**src/rtl/tt_proj_mux_ctrl.sv**
```systemverilog
// ----------------------------------------------------------------------------
// tt_proj_mux_ctrl
//   Project-select and I/O multiplexer placed directly in front of the
//   per-project wrappers. Three asynchronous control pins are synchronised.
//   They drive a serial select counter and an enable handshake. The handshake
//   turns on exactly one project slot. That slot receives the pad inputs, a
//   gated clock and a delayed reset. Its outputs are routed back to the pads.
//   Every other slot sees a zero input word: clock gated off and reset held.
//
// Ports
//   clk, rst_n          pad clock; async active-low reset (also fed to projects)
//   ctrl_sel_rst_n      async pin, low clears the select counter
//   ctrl_sel_inc        async pin, rising edge increments the select counter
//   ctrl_ena            async pin, rising edge enables the counted slot,
//                       low disables it
//   ui_in, uio_in       pad inputs, forwarded to the selected slot
//   uo_out, uio_out,    outputs of the selected slot, 0 when no slot is active
//   uio_oe
//   proj_ena            one-hot slot enable
//   proj_iw             slot k word at [18k+17:18k] = {uio_in, ui_in, rst_n, clk}
//   proj_ow             slot k word at [24k+23:24k] = {uio_oe, uio_out, uo_out}
//   sel_addr            current select counter value
//   active              a valid slot is enabled
//
// Configuration
//   TT_MUX_OUT_REG_EN   when defined, the pad outputs are registered on clk.
//                       This adds one cycle from proj_ow. When undefined, the
//                       output mux is purely combinational.
// ----------------------------------------------------------------------------
module tt_proj_mux_ctrl #(
    parameter int unsigned N_PROJ   = 8,
    parameter int unsigned AW       = 3,
    parameter int unsigned RST_HOLD = 2
) (
    input  logic                   clk,
    input  logic                   rst_n,
    input  logic                   ctrl_sel_rst_n,
    input  logic                   ctrl_sel_inc,
    input  logic                   ctrl_ena,
    input  logic [7:0]             ui_in,
    input  logic [7:0]             uio_in,
    output logic [7:0]             uo_out,
    output logic [7:0]             uio_out,
    output logic [7:0]             uio_oe,
    output logic [N_PROJ-1:0]      proj_ena,
    output logic [18*N_PROJ-1:0]   proj_iw,
    input  logic [24*N_PROJ-1:0]   proj_ow,
    output logic [AW-1:0]          sel_addr,
    output logic                   active
);

    localparam int unsigned HW = (RST_HOLD > 1) ? $clog2(RST_HOLD) : 1;

    localparam logic [1:0] ST_IDLE = 2'b00;
    localparam logic [1:0] ST_HOLD = 2'b01;
    localparam logic [1:0] ST_RUN  = 2'b10;

    // Synchronisers: bit0 = s1, bit1 = s2, bit2 = history (s3).
    // The select-reset pin is level-only, so it needs no history stage.
    logic [1:0]        sel_rst_sync_q;
    logic [2:0]        inc_sync_q;
    logic [2:0]        ena_sync_q;
    logic [1:0]        sync_valid_q;
    logic              ena_armed_q, ena_armed_d;

    logic [AW-1:0]     sel_cnt_q, sel_cnt_d;
    logic [1:0]        state_q, state_d;
    logic [AW-1:0]     cur_sel_q, cur_sel_d;
    logic [HW-1:0]     hold_cnt_q, hold_cnt_d;
    logic              active_q, active_d;
    logic [N_PROJ-1:0] proj_ena_q, proj_ena_d;

    logic              sel_rst_s2;
    logic              ena_s2;
    logic              inc_edge;
    logic              ena_edge;
    logic              cnt_in_range;

    logic              clk_en_lat;
    logic              gclk;
    logic              iw_rst;
    logic [23:0]       sel_ow;
    logic [23:0]       ow_mux;

    assign sel_rst_s2 = sel_rst_sync_q[1];
    assign ena_s2     = ena_sync_q[1];
    assign inc_edge   = inc_sync_q[1] & ~inc_sync_q[2];
    // An enable edge counts only once the pin has been seen low after reset.
    // This stops a pin held high through reset from re-enabling a slot.
    assign ena_edge   = ena_sync_q[1] & ~ena_sync_q[2] & ena_armed_q;
    assign ena_armed_d = ena_armed_q | (~ena_s2 & sync_valid_q[1]);

    assign cnt_in_range = (32'(sel_cnt_q) < N_PROJ);

    // Select counter: a held-low clear beats a simultaneous increment edge.
    always_comb begin
        sel_cnt_d = sel_cnt_q;
        if (!sel_rst_s2) begin
            sel_cnt_d = '0;
        end else if (inc_edge) begin
            sel_cnt_d = sel_cnt_q + AW'(1);
        end
    end

    // Enable FSM: IDLE -> HOLD (slot reset held) -> RUN.
    always_comb begin
        state_d    = state_q;
        cur_sel_d  = cur_sel_q;
        hold_cnt_d = hold_cnt_q;
        case (state_q)
            ST_IDLE: begin
                if (ena_edge && cnt_in_range) begin
                    state_d    = ST_HOLD;
                    cur_sel_d  = sel_cnt_q;
                    hold_cnt_d = '0;
                end
            end
            ST_HOLD: begin
                if (!ena_s2) begin
                    state_d = ST_IDLE;
                end else if (hold_cnt_q == HW'(RST_HOLD - 1)) begin
                    state_d = ST_RUN;
                end else begin
                    hold_cnt_d = hold_cnt_q + HW'(1);
                end
            end
            ST_RUN: begin
                if (!ena_s2) begin
                    state_d = ST_IDLE;
                end
            end
            default: state_d = ST_IDLE;
        endcase
    end

    always_comb begin
        active_d   = (state_d != ST_IDLE);
        proj_ena_d = '0;
        for (int unsigned k = 0; k < N_PROJ; k++) begin
            proj_ena_d[k] = active_d && (32'(cur_sel_d) == k);
        end
    end

    always_ff @(posedge clk or negedge rst_n) begin
        if (!rst_n) begin
            sel_rst_sync_q <= '0;
            inc_sync_q     <= '0;
            ena_sync_q     <= '0;
            sync_valid_q   <= '0;
            ena_armed_q    <= 1'b0;
            sel_cnt_q      <= '0;
            state_q        <= ST_IDLE;
            cur_sel_q      <= '0;
            hold_cnt_q     <= '0;
            active_q       <= 1'b0;
            proj_ena_q     <= '0;
        end else begin
            sel_rst_sync_q <= {sel_rst_sync_q[0], ctrl_sel_rst_n};
            inc_sync_q     <= {inc_sync_q[1:0], ctrl_sel_inc};
            ena_sync_q     <= {ena_sync_q[1:0], ctrl_ena};
            // Marks when s2 holds a real pin sample rather than its reset value.
            sync_valid_q   <= {sync_valid_q[0], 1'b1};
            ena_armed_q    <= ena_armed_d;
            sel_cnt_q      <= sel_cnt_d;
            state_q        <= state_d;
            cur_sel_q      <= cur_sel_d;
            hold_cnt_q     <= hold_cnt_d;
            active_q       <= active_d;
            proj_ena_q     <= proj_ena_d;
        end
    end

    // Glitch-free clock gate: the enable may only change while clk is low.
    always_latch begin
        if (!clk) begin
            clk_en_lat = active_q;
        end
    end

    assign gclk   = clk & clk_en_lat;
    assign iw_rst = (state_q == ST_RUN) & rst_n;

    always_comb begin
        proj_iw = '0;
        for (int unsigned k = 0; k < N_PROJ; k++) begin
            if (active_q && (32'(cur_sel_q) == k)) begin
                proj_iw[18*k +: 18] = {uio_in, ui_in, iw_rst, gclk};
            end
        end
    end

    always_comb begin
        sel_ow = '0;
        for (int unsigned k = 0; k < N_PROJ; k++) begin
            if (32'(cur_sel_q) == k) begin
                sel_ow = proj_ow[24*k +: 24];
            end
        end
        ow_mux = active_q ? sel_ow : 24'h0;
    end

`ifdef TT_MUX_OUT_REG_EN
    logic [23:0] out_q;

    always_ff @(posedge clk or negedge rst_n) begin
        if (!rst_n) begin
            out_q <= '0;
        end else begin
            out_q <= ow_mux;
        end
    end

    assign {uio_oe, uio_out, uo_out} = out_q;
`else
    assign {uio_oe, uio_out, uo_out} = ow_mux;
`endif

    assign proj_ena = proj_ena_q;
    assign sel_addr = sel_cnt_q;
    assign active   = active_q;

endmodule
```
**config.mk**
```make
export PLATFORM = sky130hd
export DESIGN_NAME = tt_proj_mux_ctrl
export DESIGN_NICKNAME = d
export VERILOG_FILES = /design/src/rtl/tt_proj_mux_ctrl.sv
export SDC_FILE = /design/constraint.sdc
export NUM_CORES = 1
export LEC_CHECK = 0
export BUFFER_PORTS_ARGS = -buffer_cell sky130_fd_sc_hd__buf_2
export CAP_MARGIN = 5
export CORE_AREA = 2 2 151 153
export DETAILED_ROUTE_END_ITERATION = 16
export DIE_AREA = 0 0 153 155
export PLACE_DENSITY = 0.49
export REMOVE_ABC_BUFFERS = 1
export SLEW_MARGIN = 30
export SYNTH_ARGS = -nofsm -noshare
export SYNTH_HDL_FRONTEND = slang
export SYNTH_SLANG_ARGS = --single-unit
```
**constraint.sdc**
```tcl
create_clock -name clk -period 1.7 [get_ports clk]
set_input_delay 0.17 -clock clk [delete_from_list [all_inputs] [get_ports clk]]
set_output_delay 0.17 -clock clk [all_outputs]
set_load 0.1 [all_outputs]
```
==> results.sh <==
export IMPL_dp_hpwl_mm=19.36
export IMPL_leakagePower_nw=5.323
export IMPL_rows=55
export IMPL_antenna_found_initial=2
export IMPL_combPwrFrac_pct=67.6
export IMPL_max_cap_viol_count=0
export IMPL_die_area_um2=23720
export IMPL_grt_max_degree=32
export IMPL_cellPowerDensity_nw_per_um2=644.9
export IMPL_p_clk_share_pct=21.9
export IMPL_port_buffers=392
export IMPL_violations="setup timing"
export IMPL_drc=0
export IMPL_ys_types=39
export IMPL_cp_max_fo=4
export IMPL_post_route_util_pct=55.59
export IMPL_clock_latency_ns=0.39
export IMPL_drt_iter0_drc=304
export IMPL_ys_ff_latch=30
export IMPL_internal_power_mw=4.329
export IMPL_path_cells="nand2_4 -> clkbuf_16 -> nor3_4 -> buf_12"
export IMPL_grt_overflow=0
export IMPL_finClkSkew_ns=0.009327
export IMPL_synth_cell_area_um2=4068
export IMPL_setup_violations=191
export IMPL_layout_drive_gt1_share_pct=82.78
export IMPL_drt_wl_total_mm=29.84
export IMPL_place_gp_congestion=0.8412
export IMPL_nets=1234
export IMPL_postSynthCellCount=517
export IMPL_die_w_um=153
export IMPL_fin_area_um2=12360
export IMPL_p_sw_share_pct=45.67
export IMPL_yosysWarnings=0
export IMPL_seqPwrFrac_pct=10.5
export IMPL_postLayoutSetupSlackWorst_ns=-0.9119
export IMPL_areaGrowthSynthToFinish_pct=203.8
export IMPL_worst_ir_drop_vdd_mv=0.4709
export IMPL_final_cell_mix="buf_2 (223), buf_12 (192), and2_4 (80)"
export IMPL_clk_pin_slew_ns=0.05
export IMPL_die_height_um=155
export IMPL_cp_slowest_cell="dlxtn_2"
export IMPL_core_um2=22230
export IMPL_grt_usage_pct=23.78
export IMPL_max_stage_delay_ns=0.44
export IMPL_hold_viol=0
export IMPL_slew_headroom_pct=64.45
export IMPL_vias=6456
export IMPL_slew_violations=0
export IMPL_ant_nets=0
export IMPL_post_dp_cell_area_um2=9239
export IMPL_cts_tree="yes"
export IMPL_hold_path_class="register to register"
export IMPL_startpoint_type="latch"
export IMPL_post_drt_via_cell_ratio=4.932
export IMPL_cp_required_ns=1.53
export IMPL_dp_slack_ns=-0.4946
export IMPL_grt_pass1_vias=6973
export IMPL_io_pins=393
export IMPL_wl_per_cell_um=22.80
export IMPL_arrival_ns=2.44
export IMPL_critPathCaptureType="output pin"
export IMPL_rsz0062_at_grt="yes"
export IMPL_netSwitchingPower_mw=3.639
export IMPL_drtPass1Iterations=4
export IMPL_criticalPathCategory="latch to output pin"
export IMPL_tightest_slew_ns=0.5370
export IMPL_grt_pass1_wl_mm=43.37
export IMPL_status="finished, violations left"
export IMPL_initial_core_util_pct=18.30
export IMPL_final_common_cell="buf_2"
export IMPL_syn_area_per_cell_um2=7.868
## area by class of cell
class | instances | area (um2)
flip-flops and latches | 30 | 749.5
repair buffers | 533 | 6416
fillers | 1837 | 9872
diodes | 2 | 5.005
multi-input cells | 425 | 4305
clock buffers | 23 | 475.5
inverters | 9 | 38.79
well taps | 285 | 356.6
clock inverters | 2 | 8.758
## Yosys cell counts
library cell,number,area [um2]
inv_1,7,26.28
or3b_1,1,8.760
nor2_1,12,45.04
a21boi_0,2,15.01
a31oi_1,1,6.260
and2b_1,1,7.510
nand2_1,38,142.6
nand3_1,7,35.03
o21ai_0,21,105.1
o31ai_1,1,7.510
nor4_1,6,37.54
o221ai_1,24,210.2
mux2i_4,2,45.04
a21oi_1,1,5.000
nand4_1,4,25.02
and2_1,82,513.0
clkbuf_1,32,120.1
inv_2,2,7.510
o2111a_1,20,225.2
ha_1,1,12.51
conb_1,1,3.750
dlxtn_1,1,15.01
xnor2_1,1,8.760
a21o_1,1,7.510
nand2b_1,4,25.02
mux2_2,60,675.7
o22ai_1,40,250.2
nor2b_1,9,56.30
nor3_1,10,50.05
buf_2,16,80.08
mux2i_1,13,130.1
xor2_1,1,8.760
dfrtp_1,29,725.7
nand3b_1,4,30.03
nor4b_4,1,23.77
and3_1,50,312.8
buf_1,6,22.52
o211ai_1,4,30.03
nand2_4,1,11.26
## cells by family (layout without fill, tap and decap cells)
| group | Yosys count | after routing | synth area share (%) |
|---|---|---|---|
| AOI/OAI and AO/OA | 115 | 115 | 21.19 |
| xor gates and xnor gates | 2 | 2 | 0.4307 |
| adders and majority gates | 1 | 1 | 0.3075 |
| buffers and inverters | 63 | 567 | 6.306 |
| DFF | 29 | 29 | 17.84 |
| latches | 1 | 1 | 0.3690 |
| muxes | 75 | 75 | 20.92 |
| other | 1 | 3 | 0.09219 |
| and+or+nand+nor | 230 | 231 | 32.54 |
## state kept, by name, indices dropped and copies added (netlist names)
name and flops:
hold_cnt_q 1, sel_addr 3, active 1, sync_valid_q 2
clk_en_lat 1, sel_rst_sync_q 2, inc_sync_q 3, cur_sel_q 3
ena_sync_q 3, ena_armed_q 1, proj_ena 8, state_q 2
## power by group through the flow
stage                     combinational (mW)  sequential, mW  clock (mW)
after floorplan                         1.97            1.07      0.0507
after global placement                  3.96           0.834      0.0536
after detailed placement                3.98           0.837      0.0536
after CTS                               5.12           0.836        1.80
after global routing                    5.60           0.844        1.83
final                                   5.39           0.838        1.74
## worst paths after layout
path	startpoint	end	slack (ns)	cells past startpoint
min in group asynchronous	rst_n	state_q[0]$_DFF_PN0_	0.40	3
hold / removal	inc_sync_q[0]$_DFF_PN0_	inc_sync_q[1]$_DFF_PN0_	0.35	0
max in group asynchronous	rst_n	cur_sel_q[1]$_DFF_PN0_	1.00	3
setup / recovery	clk_en_lat$_DLATCH_N_	proj_iw[108]	-0.91	4
setup reg to reg	cur_sel_q[1]$_DFF_PN0_	proj_ena[5]$_DFF_PN0_	-0.23	8
hold reg to reg	inc_sync_q[0]$_DFF_PN0_	inc_sync_q[1]$_DFF_PN0_	0.35	0
## critical path, delay by kind of cell (launching register included)
kind                   cells  cell delay, ns
buffers and inverters      2            0.37
latches                    1            0.44
and+or+nand+nor            2            0.33
## stage by stage
step	std cells	setup TNS [ns]	total power [mW]	hold slack, ns
after floorplan	463	-365.72	3.095	-0.1256
after global placement	1203	-15.46	4.851	0.2092
after detailed placement	1203	-16.21	4.866	0.2180
after CTS	1296	-93.87	7.759	0.3481
after global routing	1309	-92.46	8.276	0.3557
final	1309	-83.55	7.968	0.3451
## per-layer routing
| metal | vias to the layer above | wire, um | GRT usage [%] | share of wire, % |
|---|---|---|---|---|
| li1 | 2947 | - | - | - |
| met4 | 0 | 975 | 8.510 | 3.3 |
| met1 | 3100 | 11050 | 26.09 | 37 |
| met2 | 341 | 15610 | 43.60 | 52 |
| met3 | 68 | 2215 | 6.964 | 7.4 |
| met5 | - | 0 | 0 | 0 |
## timing repair
item                                    4_1_cts  5_1_grt
pin swaps                                    85       61
endpoints found under the setup margin      184      192
buffers inserted                             49       29
endpoints found under the hold margin        32        0
hold buffers                                  4        0
resized for setup                           383       92
cloned                                       27        0
Note: power is estimated with default switching activity, not from simulation.
